<file path="config.mk">
export PLATFORM = sky130hd
export DESIGN_NAME = iiitb_alu_seq
export DESIGN_NICKNAME = d
export VERILOG_FILES = /design/src/rtl/iiitb_alu_pkg.sv /design/src/rtl/iiitb_alu_mul.sv /design/src/rtl/iiitb_alu_seq.sv
export SDC_FILE = /design/constraint.sdc
export NUM_CORES = 1
export LEC_CHECK = 0
export CAP_MARGIN = 20
export CORE_MARGIN = 2
export CORE_UTILIZATION = 45
export CTS_CLUSTER_DIAMETER = 40
export DETAILED_ROUTE_END_ITERATION = 12
export GPL_TIMING_DRIVEN = 0
export PLACE_DENSITY = 0.68
export SLEW_MARGIN = 0
export SYNTH_ARGS = -nofsm -noshare
export SYNTH_HDL_FRONTEND = slang
export SYNTH_HIERARCHICAL = 1
export SYNTH_SLANG_ARGS = --single-unit
</file>
<file path="constraint.sdc">
create_clock -name wb_clk_i -period 5.7 [get_ports wb_clk_i]
set_input_delay 1.14 -clock wb_clk_i [delete_from_list [all_inputs] [get_ports wb_clk_i]]
set_output_delay 1.14 -clock wb_clk_i [all_outputs]
set_load 0.02 [all_outputs]
</file>
<file path="src/rtl/iiitb_alu_pkg.sv">
// iiitb_alu_pkg: opcodes, flag bit positions and FSM encoding shared by the ALU and its bench.
package iiitb_alu_pkg;
  localparam logic [3:0] OP_ADD  = 4'd0;
  localparam logic [3:0] OP_SUB  = 4'd1;
  localparam logic [3:0] OP_NOT  = 4'd2;
  localparam logic [3:0] OP_NAND = 4'd3;
  localparam logic [3:0] OP_NOR  = 4'd4;
  localparam logic [3:0] OP_AND  = 4'd5;
  localparam logic [3:0] OP_OR   = 4'd6;
  localparam logic [3:0] OP_XOR  = 4'd7;
  localparam logic [3:0] OP_SHL  = 4'd8;
  localparam logic [3:0] OP_SHR  = 4'd9;
  localparam logic [3:0] OP_SRA  = 4'd10;
  localparam logic [3:0] OP_ADDC = 4'd11;
  localparam logic [3:0] OP_CMP  = 4'd12;
  localparam logic [3:0] OP_MUL  = 4'd13;
  localparam int FLAG_N = 3;
  localparam int FLAG_Z = 2;
  localparam int FLAG_C = 1;
  localparam int FLAG_V = 0;
  typedef enum logic {S_IDLE = 1'b0, S_MUL = 1'b1} state_t;
endpackage

</file>
<file path="src/rtl/iiitb_alu_mul.sv">
// iiitb_alu_mul: shift-add multiplier, one multiplier bit per cycle; holds its product once done.
module iiitb_alu_mul #(
  parameter int WIDTH = 8
) (
  input  logic               clk,
  input  logic               rst,
  input  logic               start,
  input  logic [WIDTH-1:0]   a,
  input  logic [WIDTH-1:0]   b,
  output logic               done,
  output logic [2*WIDTH-1:0] prod
);
  localparam int CW = $clog2(WIDTH) + 1;
  logic [2*WIDTH-1:0] mcand;
  logic [WIDTH-1:0]   mplier;
  logic [CW-1:0]      cnt;
  assign done = cnt == CW'(WIDTH);
  // The first partial product is taken on the start edge so WIDTH edges cover all bits.
  always_ff @(posedge clk or posedge rst)
    if (rst) begin
      prod   <= '0;
      mcand  <= '0;
      mplier <= '0;
      cnt    <= '0;
    end else if (start) begin
      prod   <= b[0] ? {{WIDTH{1'b0}}, a} : '0;
      mcand  <= {{WIDTH{1'b0}}, a} << 1;
      mplier <= b >> 1;
      cnt    <= CW'(1);
    end else if (cnt != '0 && !done) begin
      prod   <= prod + (mplier[0] ? mcand : '0);
      mcand  <= mcand << 1;
      mplier <= mplier >> 1;
      cnt    <= cnt + CW'(1);
    end
endmodule

</file>
<file path="src/rtl/iiitb_alu_seq.sv">
// iiitb_alu_seq: handshaked registered ALU with stored carry; IIITB_ALU_MUL_EN adds the iterative multiplier.
module iiitb_alu_seq
  import iiitb_alu_pkg::*;
#(
  parameter int WIDTH = 8,
  parameter int OPW   = 4
) (
  input  logic             wb_clk_i,
  input  logic             wb_rst_i,
  input  logic             in_valid,
  output logic             in_ready,
  input  logic [WIDTH-1:0] a,
  input  logic [WIDTH-1:0] b,
  input  logic [OPW-1:0]   op,
  output logic             out_valid,
  input  logic             out_ready,
  output logic [WIDTH-1:0] r,
  output logic [3:0]       flags,
  output logic             err,
  output logic             busy
);
  localparam int SW = $clog2(WIDTH);
  logic             accept, ld, free, cst, c_n, v_n, ill, upd;
  logic [OPW-1:0]   rop;
  logic [WIDTH-1:0] res;
  logic [WIDTH:0]   add_s, sub_d, shl_w, shr_w, sra_w;
  logic [SW-1:0]    sh;
  assign free   = !out_valid || out_ready;
  assign accept = in_valid && in_ready;
`ifdef IIITB_ALU_MUL_EN
  state_t             state, state_n;
  logic               start, done;
  logic [2*WIDTH-1:0] prod;
  assign start    = accept && op == OP_MUL;
  assign busy     = state == S_MUL;
  assign in_ready = state == S_IDLE && free;
  assign ld       = (accept && !start) || (busy && done && free);
  assign rop      = busy ? OP_MUL : op;
  iiitb_alu_mul #(.WIDTH(WIDTH)) u_mul (
    .clk(wb_clk_i), .rst(wb_rst_i), .start(start), .a(a), .b(b), .done(done), .prod(prod)
  );
  always_ff @(posedge wb_clk_i or posedge wb_rst_i)
    if (wb_rst_i) state <= S_IDLE;
    else state <= state_n;
  // A finished product waits in MUL until the output register can take it.
  always_comb begin
    state_n = state;
    state_n = start ? S_MUL : (busy && done && free) ? S_IDLE : state;
  end
`else
  assign busy     = 1'b0;
  assign in_ready = free;
  assign ld       = accept;
  assign rop      = op;
`endif
  assign sh    = b[SW-1:0];
  assign add_s = {1'b0, a} + {1'b0, b} + {{WIDTH{1'b0}}, rop == OP_ADDC && cst};
  assign sub_d = {1'b0, a} - {1'b0, b};
  // Extra bit past the edge of each shift captures the last bit shifted out (0 for amount 0).
  assign shl_w = {1'b0, a} << sh;
  assign shr_w = {a, 1'b0} >> sh;
  assign sra_w = $signed({a, 1'b0}) >>> sh;
  always_comb begin
    res = '0;
    c_n = 1'b0;
    v_n = 1'b0;
    ill = 1'b0;
    upd = 1'b0;
    case (rop)
      OP_ADD, OP_ADDC: begin
        res = add_s[WIDTH-1:0];
        c_n = add_s[WIDTH];
        v_n = a[WIDTH-1] == b[WIDTH-1] && add_s[WIDTH-1] != a[WIDTH-1];
        upd = 1'b1;
      end
      OP_SUB, OP_CMP: begin
        res = sub_d[WIDTH-1:0];
        c_n = sub_d[WIDTH];
        v_n = a[WIDTH-1] != b[WIDTH-1] && sub_d[WIDTH-1] != a[WIDTH-1];
        upd = rop == OP_SUB;
      end
      OP_NOT:  res = ~a;
      OP_NAND: res = ~(a & b);
      OP_NOR:  res = ~(a | b);
      OP_AND:  res = a & b;
      OP_OR:   res = a | b;
      OP_XOR:  res = a ^ b;
      OP_SHL: begin
        res = shl_w[WIDTH-1:0];
        c_n = shl_w[WIDTH];
        upd = 1'b1;
      end
      OP_SHR: begin
        res = shr_w[WIDTH:1];
        c_n = shr_w[0];
        upd = 1'b1;
      end
      OP_SRA: begin
        res = sra_w[WIDTH:1];
        c_n = sra_w[0];
        upd = 1'b1;
      end
`ifdef IIITB_ALU_MUL_EN
      OP_MUL: begin
        res = prod[WIDTH-1:0];
        c_n = |prod[2*WIDTH-1:WIDTH];
        upd = 1'b1;
      end
`endif
      default: ill = 1'b1;
    endcase
  end
  always_ff @(posedge wb_clk_i or posedge wb_rst_i)
    if (wb_rst_i) begin
      out_valid <= 1'b0;
      r         <= '0;
      flags     <= '0;
      err       <= 1'b0;
      cst       <= 1'b0;
    end else if (ld) begin
      out_valid <= 1'b1;
      r         <= res;
      flags     <= ill ? 4'b0 : {res[WIDTH-1], res == '0, c_n, v_n};
      err       <= ill;
      if (upd) cst <= c_n;
    end else if (out_valid && out_ready) begin
      out_valid <= 1'b0;
    end
endmodule

</file>
==> qor.yml <==
die_height_um: 81.8
r2r_start: "cst"
vias: 2909
post_cts_buffers: 0
final_area_sq_mm: 0.00324
hold_path_class: "reg2reg"
antennaDiodeCount: 0
slew_violations: 0
period_minus_slack_ns: 4.52
rows: 28
drive_gt1_share_pct: 12.4
synth_largest_area_cell: "dfrtp_1"
hold-worst-slack_ns: 0.473
rsz0062_at_grt: "false"
place_congestion: 0.983
clockPowerShare_pct: 16.5
grt_usage_pct: 26.8
critPathLaunchType: "input port"
slowest_delay_ns: 0.58
status: "finished, final reports clean"
place_hpwl_um: 6980
final_util_pct: 55.0
ys_ff_latch: 15
grt_pass1_wl_um: 13600
grt_start_max_net_pins: 16
critPathLaunch: "op[3]"
ant_nets: 0
worstSkewPairLatency_ns: 0.25
cts_buffer_depth: 2
synth_xor_xnor_area_share_pct: 1.61
synth.top_cell.area_share_pct: 13.8
finalSetupViolCount: 0
min_from: "r[4]"
overflow: 0
total_power_mw: 0.517
remaining_drc_errors: 0
fillers: 587
hold_buffers: 0
hold_viol: 0
vias_per_cell: 6.28
yosys.area_share.simple_pct: 19.8
grt_pass1_vias: 2619
coreArea_sq_mm: 0.00589
cp_max_fo: 10
cp-end-kind: "flip-flop"
dp.cells: 459
synth.area.top_cells: "dfrtp_1 14%, ha_1 11%, mux2i_1 5.1%, nor2_1 4.4%, nand2_1 4.3%"
syn_inst: 347
routed_wl_um: 8800
cts_buffers: 3
synth_nets: 399
post_cts_resized: 0
nNetsFinal: 441
cp_slowest_cell: "clkdlybuf4s50_1"
io_buffer_count: 37
swShare_pct: 41.4
synth_cell_type_count: 77
fin_cells: 463
dp_slack_ns: 1.02
critical_path_class: "in2reg"
die_area_sq_mm: 0.00670
cp.arrival_ns: 4.66
worst_pin_slew_ns: 0.571
syn_area_sq_mm: 0.00273
cp.required_ns: 5.85
area_delta_synth_final_pct: 18.7
seqPwrFrac_pct: 25.9
synth-compound-area-share_pct: 32.6
antenna_found_initial: 0
synth-main-ff-cell: "dfrtp_1"
wire_per_inst_um: 19.0
path_cells: "clkdlybuf4s50_1, buf_2, buf_2, nand4_1, fa_1, fa_1, inv_1, a31o_2, a31oi_1, xnor2_1, o22ai_1, a211o_1, o41ai_2"
crit_family: "buffers and inverters"
start_util_pct: 46.3
peakVddDrop_v: 0.000131
regArea_sq_um: 375
place_area_sq_mm: 0.00319
combPwrFrac_pct: 57.6
ys_warn_count: 6
finalWorstSetupSlack_ns: 1.18
path_clk_slew_ns: 0.06
synth_top_family_by_area: "compound AO/OA/AOI/OAI gates"
muxShareOfSynthArea_pct: 9.68
multi_input_area_sq_mm: 0.00211
p_per_area_mw_per_mm2: 160
fin_crit_sh_pct: 79.3
max_freq_ghz: 0.221
io_pins: 40
maxCapViolations: 0
p_leak_nw: 1.41
worst_slew_margin_rel_pct: 61.9
die_w_um: 81.8
synthAdderAreaFrac_pct: 13.7
cts_sinks: 15
dr.first_iter.drc_count: 276
cts_tree: "done"
ys_seq_area_share_pct: 13.8
p_int_mw: 0.303
synthArstFlopShare_pct: 100
crit_buf_inv: 4
synth_edf_count: 0
power.switching_mw: 0.214
firstDrtPassIters: 5
cts_htree_levels: 1
fin_setup_tns_ns: 0
avgSynthCellArea_sq_um: 7.86
cts_root_buf: "clkbuf_8"
skew_ns: 0.00274
-- power groups by stage --
| stage | Combinational [mW] | Sequential, mW | Clock (mW) |
|---|---|---|---|
| 6_report | 0.298 | 0.134 | 0.0853 |
| 5_1_grt | 0.322 | 0.137 | 0.0929 |
| 4_1_cts | 0.293 | 0.134 | 0.0883 |
| 3_5_place_dp | 0.292 | 0.136 | 0 |
| 3_3_place_gp | 0.290 | 0.135 | 0 |
| 2_1_floorplan | 0.167 | 0.156 | 0 |
-- path summary, 6_finish.rpt --
check | slack (ns) | depth (start not counted) | end
min in group asynchronous | 1.25 | 2 | out_valid
max reg2reg | 2.87 | 10 | flags[2]
max | 1.18 | 13 | flags[2]
min reg2reg | 0.47 | 2 | r[4]
max in group asynchronous | 4.08 | 2 | flags[3]
min | 0.47 | 2 | r[4]
-- flip-flops by register name (all words and copies together) (netlist names) --
name,cells
r,8
err,1
out_valid,1
cst,1
flags,4
-- per-layer routing --
layer | track usage, % | vias up | part of all wire, %
met5 | 0 | - | 0
met3 | 2.75 | 20 | 6.3
met1 | 38.7 | 1385 | 45
met4 | 8.00 | 0 | 2.7
met2 | 42.0 | 139 | 46
li1 | - | 1365 | -
-- tightest hold or removal path: stages, from the launching register on --
cell and delay (ns):
dfrtp_1 0.34, nand2_1 0.04, o21ai_0 0.06
-- cell usage in the layout (no fill, tap or decap), drive strengths merged, types with 7 or more instances in the layout --
master          n
nand2          31
nor2           32
clkbuf          9
ha             25
o21ai          25
nor2b           8
mux2            7
mux2i          14
buf            19
clkdlybuf4s50  37
nand2b         11
dfrtp          15
a21oi          15
inv            24
nor3            7
-- cell families after synthesis --
group | count (synthesis)
other | 1
multiplexers | 23
AND/OR/NAND/NOR | 110
flip-flops | 15
XOR/XNOR | 5
adder cells (fa/ha/maj) | 28
AO/OA/AOI/OAI | 116
buffers and inverters | 49
-- synthesized netlist by cell type (all sizes together), types with 8 or more instances --
master and instances:
inv 24, ha 25, o21ai 25, dfrtp 15
nor2b 8, nand2 31, a21oi 15, nor2 32
mux2i 14, buf 19, nand2b 11
-- final cells by class --
type,instances,area share [%]
Timing Repair Buffer,37,11.4
Tap cell,75,2.90
Inverter,25,2.90
Sequential cell,15,11.6
Clock buffer,4,1.39
Buffer,24,4.45
Multi-Input combinational cell,283,65.3
Note: power is estimated with default switching activity, not from simulation.
